File: src/rtl/bp_fe_bp_update_sched.sv
`default_nettype none
// ============================================================================
// Module   : bp_fe_bp_update_sched
// Brief    : In-order FIFO of branch-resolution updates feeding the single
//            predictor write port, with read-collision deferral and a bound.
// Revision : 1.0
// ============================================================================
module bp_fe_bp_update_sched #(
  parameter int bht_idx_width_p = 9,
  parameter int fifo_els_p      = 4,
  parameter int stall_limit_p   = 3
) (
  input  logic                               clk_i,
  input  logic                               reset_i,
  input  logic                               upd_v_i,
  input  logic [bht_idx_width_p-1:0]         upd_idx_i,
  input  logic                               upd_correct_i,
  output logic                               upd_ready_o,
  input  logic                               flush_i,
  input  logic                               r_v_i,
  input  logic [bht_idx_width_p-1:0]         idx_r_i,
  output logic                               w_v_o,
  output logic [bht_idx_width_p-1:0]         idx_w_o,
  output logic                               correct_o,
  output logic                               empty_o,
  output logic [$clog2(fifo_els_p+1)-1:0]    count_o
);

  localparam int PTR_W   = $clog2(fifo_els_p);
  localparam int CNT_W   = $clog2(fifo_els_p+1);
  localparam int STALL_W = $clog2(stall_limit_p+1);
  localparam logic [CNT_W-1:0]   C_FIFO_ELS    = CNT_W'(fifo_els_p);
  localparam logic [CNT_W-1:0]   C_CNT_ONE     = CNT_W'(1);
  localparam logic [STALL_W-1:0] C_STALL_LIMIT = STALL_W'(stall_limit_p);
  localparam logic [STALL_W-1:0] C_STALL_ONE   = STALL_W'(1);

  typedef enum logic [1:0] {
    S_EMPTY = 2'd0,
    S_ISSUE = 2'd1,
    S_HOLD  = 2'd2
  } state_e;

  state_e                      r_state, w_state_n;
  logic [bht_idx_width_p-1:0]  r_idx_mem     [fifo_els_p];
  logic                        r_correct_mem [fifo_els_p];
  logic [PTR_W-1:0]            r_rptr, r_wptr;
  logic [CNT_W-1:0]            r_count;
  logic                        r_empty;
  logic [STALL_W-1:0]          r_stall_cnt, w_stall_cnt_n;
  logic                        w_full, w_enq, w_deq, w_conflict, w_remain;
  logic [bht_idx_width_p-1:0]  w_head_idx;
  logic                        w_head_correct;
  logic [CNT_W-1:0]            w_count_n;

  assign w_full         = (r_count == C_FIFO_ELS);
  assign upd_ready_o    = ~w_full & ~flush_i & ~reset_i;
  assign w_enq          = upd_v_i & upd_ready_o;
  assign w_head_idx     = r_idx_mem[r_rptr];
  assign w_head_correct = r_correct_mem[r_rptr];
  assign w_conflict     = r_v_i & (idx_r_i == w_head_idx);
  // Entries still queued after the head leaves, counting this cycle's enqueue.
  assign w_remain       = (r_count != C_CNT_ONE) | w_enq;
  assign w_deq          = w_v_o;
  assign w_count_n      = r_count + CNT_W'(w_enq) - CNT_W'(w_deq);

  assign idx_w_o   = w_v_o ? w_head_idx : '0;
  assign correct_o = w_v_o ? w_head_correct : 1'b0;
  assign empty_o   = r_empty;
  assign count_o   = r_count;

  always_comb begin
    w_v_o         = 1'b0;
    w_state_n     = r_state;
    w_stall_cnt_n = r_stall_cnt;
    case (r_state)
      S_ISSUE: w_v_o = ~w_conflict & ~flush_i;
      S_HOLD:  w_v_o = (~w_conflict | (r_stall_cnt == C_STALL_LIMIT)) & ~flush_i;
      default: w_v_o = 1'b0;
    endcase

    if (flush_i) begin
      w_state_n     = S_EMPTY;
      w_stall_cnt_n = '0;
    end else begin
      case (r_state)
        S_EMPTY: begin
          if (w_enq) w_state_n = S_ISSUE;
        end
        S_ISSUE: begin
          if (w_v_o) begin
            w_state_n = w_remain ? S_ISSUE : S_EMPTY;
          end else begin
            w_state_n     = S_HOLD;
            w_stall_cnt_n = C_STALL_ONE;
          end
        end
        S_HOLD: begin
          if (w_v_o) begin
            w_state_n     = w_remain ? S_ISSUE : S_EMPTY;
            w_stall_cnt_n = '0;
          end else begin
            w_stall_cnt_n = r_stall_cnt + C_STALL_ONE;
          end
        end
        default: begin
          w_state_n     = S_EMPTY;
          w_stall_cnt_n = '0;
        end
      endcase
    end
  end

  always_ff @(posedge clk_i or posedge reset_i) begin
    if (reset_i) begin
      r_state     <= S_EMPTY;
      r_stall_cnt <= '0;
      r_rptr      <= '0;
      r_wptr      <= '0;
      r_count     <= '0;
      r_empty     <= 1'b1;
    end else begin
      r_state     <= w_state_n;
      r_stall_cnt <= w_stall_cnt_n;
      if (flush_i) begin
        r_rptr  <= '0;
        r_wptr  <= '0;
        r_count <= '0;
        r_empty <= 1'b1;
      end else begin
        if (w_enq) r_wptr <= r_wptr + PTR_W'(1);
        if (w_deq) r_rptr <= r_rptr + PTR_W'(1);
        r_count <= w_count_n;
        r_empty <= (w_count_n == '0);
      end
    end
  end

  // Payload storage needs no reset; occupancy alone decides validity.
  always_ff @(posedge clk_i) begin
    if (w_enq) begin
      r_idx_mem[r_wptr]     <= upd_idx_i;
      r_correct_mem[r_wptr] <= upd_correct_i;
    end
  end

endmodule
`default_nettype wire

File: config.mk
export PLATFORM = sky130hd
export DESIGN_NAME = bp_fe_bp_update_sched
export DESIGN_NICKNAME = d
export VERILOG_FILES = /design/src/rtl/bp_fe_bp_update_sched.sv
export SDC_FILE = /design/constraint.sdc
export NUM_CORES = 1
export LEC_CHECK = 0
export ABC_AREA = 1
export CORE_AREA = 2 2 79 81
export CTS_CLUSTER_SIZE = 25
export DETAILED_ROUTE_END_ITERATION = 10
export DIE_AREA = 0 0 81 83
export PLACE_DENSITY_LB_ADDON = 0.25
export SETUP_SLACK_MARGIN = 0.5
export SYNTH_ARGS = -nofsm -noshare
export SYNTH_HDL_FRONTEND = slang
export SYNTH_SLANG_ARGS = --single-unit
File: constraint.sdc
create_clock -name clk_i -period 8.2 [get_ports clk_i]
set_input_delay 1.23 -clock clk_i [delete_from_list [all_inputs] [get_ports clk_i]]
set_output_delay 1.23 -clock clk_i [all_outputs]
set_load 0.03 [all_outputs]
=== After elaboration in Yosys (flattened, before gate mapping) ===
Memory sizes are Yosys's and may differ from the RTL's.
Index checks and enable logic that the tools add are counted.

* Memories: 2
* Bits in writable memories: 40
* Output and inout port bits: 16
* Bits in registers: 12

* Equal/unequal tests: 10
* Bitwise logic cells: 12
* Reduce and logical (&&, ||, !) cells: 6
* Add/subtract/negate cells: 5
* Multiplexer cells: 21

{| class="wikitable"
|+ Memory list
! name !! words !! bits a word !! read ports !! clocked after Yosys merged registers in !! wr ports !! RTL line !! text
|-
| r_idx_mem || 4 || 9 || 1 || 0 || 1 || 44 || <nowiki>logic [bht_idx_width_p-1:0] r_idx_mem [fifo_els_p];</nowiki>
|-
| r_correct_mem || 4 || 1 || 1 || 0 || 1 || 45 || <nowiki>logic r_correct_mem [fifo_els_p];</nowiki>
|}

{| class="wikitable"
|+ Operators by type and width
! kind !! number
|-
| 2-bit two-way mux || 11
|-
| 2-bit one-hot mux with 3 select lines || 2
|-
| 9-bit == test || 1
|-
| 9-bit two-way mux || 1
|-
| 3-bit != test, second input constant || 3
|-
| 2-bit by 1-bit adder with 2-bit output, second input constant || 3
|-
| 1-bit bitwise AND || 6
|-
| 1-bit two-way mux || 5
|-
| 2-bit == test, second input constant || 2
|-
| 1-bit inverter || 4
|-
| 2-bit AND reduction || 2
|-
| 2-bit nonzero test || 2
|-
| 3-bit by 1-bit adder with 3-bit output || 1
|-
| 3-bit == test, second input constant || 1
|-
| 3-bit zero test || 1
|-
| 3-bit two-way mux || 1
|-
| 3-bit by 1-bit != test with 1-bit output, second input constant || 1
|-
| 3-bit by 1-bit subtractor with 3-bit output || 1
|-
| 2-bit by 1-bit == test with 1-bit output, second input constant || 1
|-
| 2-bit zero test || 1
|-
| 2-bit != test, second input constant || 1
|-
| 1-bit OR || 2
|-
| 1-bit one-hot mux with 2 select lines || 1
|}

=== Logic depth before layout (Yosys ltp) ===
* Depth after elaboration: 10
* Mapped depth: 19
* Mapped depth without buffers: 18

=== Worst setup path after synthesis ===
No wires, ideal clock.

* Path kind: input to output
* Start point: in idx_r_i[6]
* End point: out correct_o
* Arrival: 2,314 ps
* Setup slack: 4,656 ps
* Data required time: 6,970 ps
* Stages: 7
* Path buffers: 1
* Cells stage by stage: nand3b_1 > nand2_1 > nor2_1 > nand2_1 > o21ai_2 > buf_2 > a21oi_1

* Cells in the longest elaborated chain, start to end: 7
* Elaborated cells on any way between the ends: 8

{| class="wikitable"
|+ Ends and longest elaborated chain
! item !! RTL line !! text
|-
| start: declaration || 21 || <nowiki>input logic [bht_idx_width_p-1:0] idx_r_i,</nowiki>
|-
| 9-bit == test * || 60 || <nowiki>assign w_conflict = r_v_i & (idx_r_i == w_head_idx);</nowiki>
|-
| 1-bit bitwise AND * || 60 ||
|-
| 1-bit inverter * || 76, 77 ||
|-
| 1-bit OR || 77 || <nowiki>S_HOLD: w_v_o = (~w_conflict | (r_stall_cnt == C_STALL_LIMIT)) & ~flush_i;</nowiki>
|-
| 1-bit bitwise AND || 77 ||
|-
| 1-bit one-hot mux with 2 select lines * || 75 || <nowiki>case (r_state)</nowiki>
|-
| 1-bit two-way mux * || 67 || <nowiki>assign correct_o = w_v_o ? w_head_correct : 1'b0;</nowiki>
|-
| end: declaration || 24 || <nowiki>output logic correct_o,</nowiki>
|}

Mark *: on every way between the ends. The rest lies on a longest branch, timed or not.

=== Final worst setup path ===
* Start point: in r_v_i
* End point: out idx_w_o[0]

* Cells in the longest elaborated chain, start to end: 6
* Elaborated cells on any way between the ends: 7

{| class="wikitable"
|+ Ends and longest elaborated chain
! item !! RTL line !! text
|-
| start: declaration || 20 || <nowiki>input logic r_v_i,</nowiki>
|-
| 1-bit bitwise AND * || 60 ||
|-
| 1-bit inverter * || 76, 77 ||
|-
| 1-bit OR || 77 ||
|-
| 1-bit bitwise AND || 77 ||
|-
| 1-bit one-hot mux with 2 select lines * || 75 ||
|-
| 9-bit two-way mux * || 66 || <nowiki>assign idx_w_o = w_v_o ? w_head_idx : '0;</nowiki>
|-
| end: declaration || 23 || <nowiki>output logic [bht_idx_width_p-1:0] idx_w_o,</nowiki>
|}

Marks and branches as above.

==> results.yml <==
setup_path:
  path_buf_inv: 2
  worstPathArrival_ns: 3.57
  crit_cells: 8
  r2r_setup_slack_ns: 4.27
  cp-start-kind: "primary input"
  r2r-start: "r_rptr[0]"
  crit_path_cell_trace: "clkdlybuf4s50_1 > a21boi_0 > nand2_1 > nor2_2 > nand3_2 > o21ai_2 > nor2_1 > clkdlybuf4s50_1"
  end_kind: "output pin"
  slowest_stage: "clkdlybuf4s50_1"
  cp_common_cell: "clkdlybuf4s50_1"
  required_ns: 6.97
  crit_family: "buffers and inverters"
  crit_path_start: "r_v_i"
  worst-setup-path-type: "primary input to output pin"
  reg2reg_depth: 17
  cp_slowest_stage_delay_ns: 0.63
  crit_path_max_fanout: 14
  crit_path_end: "idx_w_o[0]"
  reg2reg_to: "empty_o"
clock_tree:
  post_cts_resized: 0
  cts.htree.levels: 2
  clk_pin_slew_ns: 0.09
  postCtsHoldBufs: 0
  cts_root_buffer: "clkbuf_8"
  postCtsSetupBuffers: 0
  cts.sinks: 52
  clock_latency_ns: 0.30
  cts_max_path_buffers: 2
  numCtsBuffers: 5
  cts_tree: "yes"
timing:
  slew_headroom_pct: 28.6
  worstMarginPinSlew_ns: 1.07
  fin_ws_ns: 3.40
  maxClockFrequency_ghz: 0.209
  timing.hold.ws_ns: 0.523
  finalCriticalPeriod_ns: 4.80
  fin_setup_tns_ns: 0
  drv_slew: 0
  skew_ns: 0.00678
  hold_viol: 0
  post-route-period-util_pct: 58.5
  setup_viol: 0
  grt_setup_unrepaired: "false"
cells_and_area:
  nNetsFinal: 348
  n_fill_cell: 537
  final_cells: 388
  syn_to_final_growth_pct: 21.2
  layout-drive-gt1-share_pct: 5.11
  n_antenna_cell: 0
synth:
  yosysUniqueCellTypes: 25
  syn_inst: 273
  yosysWarnings: 0
  synth-seq-cells: 52
  syn_avg_cell_area_um2: 9.46
  ys_seq_area_share_pct: 58.2
  synth_area_um2: 2580
  synth_nets: 309
hold_path:
  worst_hold_path_type: "flop to flop"
place:
  pre_cts_ws_ns: 3.43
  io_buffers: 39
  dp_hpwl_um: 3800
  gp_congestion: 0.767
  placedCellCount: 380
global_routing:
  grt_antenna_before_repair: 0
  met2_usage_pct: 28.0
  overflow: 0
  grt_pass1_vias: 1871
  grt_start_max_net_pins: 23
  grt_usage_pct: 17.1
  use_met3_pct: 4.13
  met1_usage_pct: 22.3
  grt_pass1_wl_um: 8670
  busiest_layer: "met2"
floorplanning:
  start_util_pct: 44.4
  fp-row-count: 28
  ios: 40
  die_h_um: 83
  fp.coreArea_um2: 5820
  dieArea_um2: 6720
  die_w_um: 81
outcome:
  status: "finished clean"
power:
  p_per_area_nw_per_um2: 270
  p_leak_nw: 1.31
  vdd_ir_drop_max_uv: 156
routing:
  drtPass1Iterations: 4
  ant_nets: 0
  wl_um: 5330
  wire_per_inst_um: 13.7
  vias: 1906
  vias_per_cell: 4.91
  drt_iter0_markers: 87
  drc: 0
flow_run:
  maxCapViolCount: 0
## where the power goes
part           switching [mW]  total [mW]  internal [mW]
Combinational           0.212       0.335          0.123
Clock                  0.0844       0.176         0.0919
Sequential             0.0288       0.335          0.306
## cell usage after synthesis, drive strengths merged
cell | n | area, µm²
o2111ai | 1 | 8.76
buf | 7 | 52.5
inv | 27 | 101
xnor2 | 1 | 8.76
a21boi | 1 | 7.51
nand3 | 27 | 140
nand2 | 90 | 338
clkinv | 1 | 3.75
nand4 | 4 | 25.0
edfxtp | 40 | 1200
nand3b | 6 | 45.0
nor2 | 33 | 131
o21ai | 9 | 48.8
fa | 1 | 20.0
dfrtp | 11 | 275
a21oi | 2 | 10.0
dfstp | 1 | 26.3
ha | 11 | 138
## logic make-up (layout without fill, tap and decap cells)
kind of cell | Yosys count | after routing | synth area share [%]
xor+xnor | 1 | 1 | 0.339
fa+ha+maj | 12 | 12 | 6.11
flops | 52 | 52 | 58.2
compound gates | 13 | 13 | 2.91
buf+inv | 35 | 75 | 6.11
simple gates | 160 | 160 | 26.3
## worst min-delay path, cell delays in order (launching register included)
cell,delay [ns]
dfrtp_1,0.37
nand2_1,0.05
o21ai_1,0.07
## per-stage QoR
step / cell area [µm²] / util, % / total power [mW]
floorplan: 2580 / - / 0.577
global placement: 3010 / 51.8 / 0.670
detailed placement: 3010 / 51.8 / 0.676
CTS: 3130 / 53.8 / 0.852
global route: 3130 / 53.8 / 0.908
finish: 3130 / 53.8 / 0.846
## worst min-delay path by stage
stage                   start              to  slack [ns]  depth (start not counted)
6_report       r_stall_cnt[1]  r_stall_cnt[1]        0.52                          2
5_1_grt        r_stall_cnt[0]  r_stall_cnt[0]        0.55                          2
4_1_cts        r_stall_cnt[0]  r_stall_cnt[0]        0.52                          2
3_5_place_dp   r_stall_cnt[0]  r_stall_cnt[0]        0.50                          2
3_3_place_gp   r_stall_cnt[1]  r_stall_cnt[1]        0.49                          2
2_1_floorplan  r_stall_cnt[1]  r_stall_cnt[1]        0.46                          2
## flip-flops by register name (all words and copies together) (netlist names)
name	cells
r_idx_mem	36
r_correct_mem	4
count_o	3
r_rptr	2
r_stall_cnt	2
r_state	2
r_wptr	2
empty_o	1
## cell type report
| cell class | count | area (µm²) | share of cell area, % |
|---|---|---|---|
| tap | 75 | 93.8 | 3.00 |
| timing repair buffer | 39 | 390 | 12.5 |
| multi-input combinational | 186 | 921 | 29.4 |
| sequential | 52 | 1500 | 48.0 |
| clock buffer | 5 | 68.8 | 2.20 |
| inverter | 28 | 105 | 3.36 |
| clock inverter | 3 | 46.3 | 1.48 |
## cell usage in the layout (no fill, tap or decap), types with 3 or more instances in the layout
master,count
nand2_1,90
edfxtp_1,40
clkdlybuf4s50_1,39
nor2_1,30
nand3_1,26
inv_1,25
ha_1,11
dfrtp_1,11
nand3b_1,6
o21ai_0,6
clkbuf_8,5
nand4_1,4
nor2_2,3
## per-layer routing
layer | up-vias | wire length (µm)
met1 | 882 | 2310
met2 | 52 | 2640
met5 | - | 0
met3 | 5 | 313
li1 | 967 | -
met4 | 0 | 68
No activity file was read; power rests on OpenSTA's default activity.
==> RTL change (same flow settings) <==
Register the output `count_o` once more; this adds one clock of latency there. The other outputs are not delayed to match.
--- a/src/rtl/bp_fe_bp_update_sched.sv
+++ b/src/rtl/bp_fe_bp_update_sched.sv
@@ -66,7 +66,9 @@
   assign idx_w_o   = w_v_o ? w_head_idx : '0;
   assign correct_o = w_v_o ? w_head_correct : 1'b0;
   assign empty_o   = r_empty;
-  assign count_o   = r_count;
+  always_ff @(posedge clk_i) begin
+    count_o <= r_count;
+  end
 
   always_comb begin
     w_v_o         = 1'b0;
Function: changed (Yosys sat finds a counterexample within 4 cycles, from zero or initial values and one cycle with reset_i high).
==> RTL change against the original RTL <==
Worst setup slack better by 0.031 ns. Count of clock-buffer cells in the layout is 1 higher. Combinational power is 1% higher. Area after synthesis is 2.3% higher. Sequential cell count is 3 higher. Maximum frequency is 0.64% higher. Final area is 0.96% higher. Hold slack worse by 0.11 ns. Sequential share of layout area is 1.4 points higher. Die area stayed put. Routed wire length is 3.3% higher. Synthesized cell count is 1.1% higher. Total power is 0.54% lower. Largest cell class unchanged. Largest power group unchanged.
==> RTL change: results <==
set metrics [dict create \
    r2r_slack_ns 4.24 \
    wl_per_cell_um 14.09 \
    syn-num-nets 312 \
    vias 1967 \
    worstPathMaxFanout 22 \
    grt_pass1_vias 1882 \
    drive_gt1_share_pct 4.747 \
    status "finished, final reports clean" \
    wl_met2_mm 2.692 \
    place.gp.congestion 0.8301 \
    synth_edf_count 40 \
    fill_cells 525 \
    p_comb_uw 339 \
    grt_util_met1_pct 22.55 \
    fin_cells 391 \
    ys_seq_area_share_pct 59.17 \
    clock_path_buffers 2 \
    cts_root_buf "clkbuf_8" \
    drt-initial-drc-count 63 \
    vdd_drop_max_v 0.0001237 \
    fin_nets 351 \
    powerSeq_uw 358 \
    clk_pin_slew_worst_paths_ns 0.10 \
    routed-wl-met3_um 275 \
    place_inst 383 \
    arrival_ns 3.53 \
    fmax_mhz 209.9 \
    cp_slowest_cell "dfrtp_1" \
    async_reset_ff_share_pct 21.82 \
    use_met3_pct 4.239 \
    synth_xor_area_share_pct 0.3316 \
    synth-adder-area-share_pct 5.969 \
    cts_resized 0 \
    reg_top3 "r_idx_mem x36, r_correct_mem x4" \
    hold_ws_ns 0.4098 \
    p_leak_uw 0.001320 \
    synth_area_leaders "edfxtp_1, nand2_1, dfrtp_1" \
    synthCells 276 \
    p_sw_uw 329.9 \
    io_buffer_count 39 \
    fin_worst_skew_ns 0.009920 \
    cts_buffers 5 \
    synth_cell_types 26 \
    track_usage_pct 17.29 \
    place_ws_ns 3.487 \
    met2_usage_pct 28.02 \
    slowest_delay_ns 0.84 \
    met1_length_mm 2.456 \
    firstDrtPassIters 4 \
    ys_warn_count 0 \
    worst_slew_pin_slew_ns 1.051 \
    synth_compound_area_share_pct 2.842 \
    hpwl_mm 3.750 \
    clk_latency_ns 0.31 \
    grt_max_degree 23 \
    grt_pass1_wl_mm 8.811 \
]
RTL change: cell types whose count changed in the layout (fill, tap and decap cells not counted):
| cell | delta |
|---|---|
| bufinv_16 | -1 |
| inv_6 | -1 |
| clkinvlp_2 | +1 |
| clkbuf_1 | +1 |
| dfxtp_1 | +3 |
RTL change: cell families (layout without fill, tap and decap cells):
| family | Yosys count | count (layout) |
|---|---|---|
| flops | 55 | 55 |
| simple gates | 160 | 160 |
| compound gates | 13 | 13 |
| xor+xnor | 1 | 1 |
| fa+ha+maj | 12 | 12 |
| buf+inv | 35 | 75 |
RTL change: worst paths after layout:
check	to	from	cells past startpoint
worst max-delay path	idx_w_o[0]	r_rptr[0]	10
worst min-delay path	count_o[2]	r_count[2]	0
worst max register to register	empty_o	r_rptr[0]	17
worst min register to register	count_o[2]	r_count[2]	0
max in group asynchronous	empty_o	reset_i	2
min in group asynchronous	r_rptr[0]	reset_i	2
RTL change: through the flow:
step                      area (um2)  power (uW)
after global routing            3158       900.8
final                           3158       841.3
after global placement          3073       695.7
after floorplan                 2641       600.9
after CTS                       3158       844.0
after detailed placement        3073       701.8
RTL change: layout make-up:
class                      count  area (um2)  area share (%)
clock buffer                   6       72.57           2.298
clock inverter                 2       12.51          0.3962
inverter                      28       105.1           3.328
multi-input combinational    186       920.9           29.16
sequential                    55        1563           49.48
tap                           75       93.84           2.971
timing repair buffer          39       390.4           12.36
RTL change: worst reg2reg max path, stage by stage, from the launching register on:
cell,delay (ns)
dfrtp_1,0.84
inv_2,0.37
nand2_1,0.15
nand3_1,0.10
nand3b_1,0.14
nand2_1,0.07
nor2_1,0.08
nand2_1,0.13
o21ai_2,0.59
inv_2,0.13
ha_1,0.32
inv_1,0.06
ha_1,0.13
inv_1,0.05
fa_1,0.38
xnor2_1,0.21
nand3_1,0.10
nand2_1,0.07
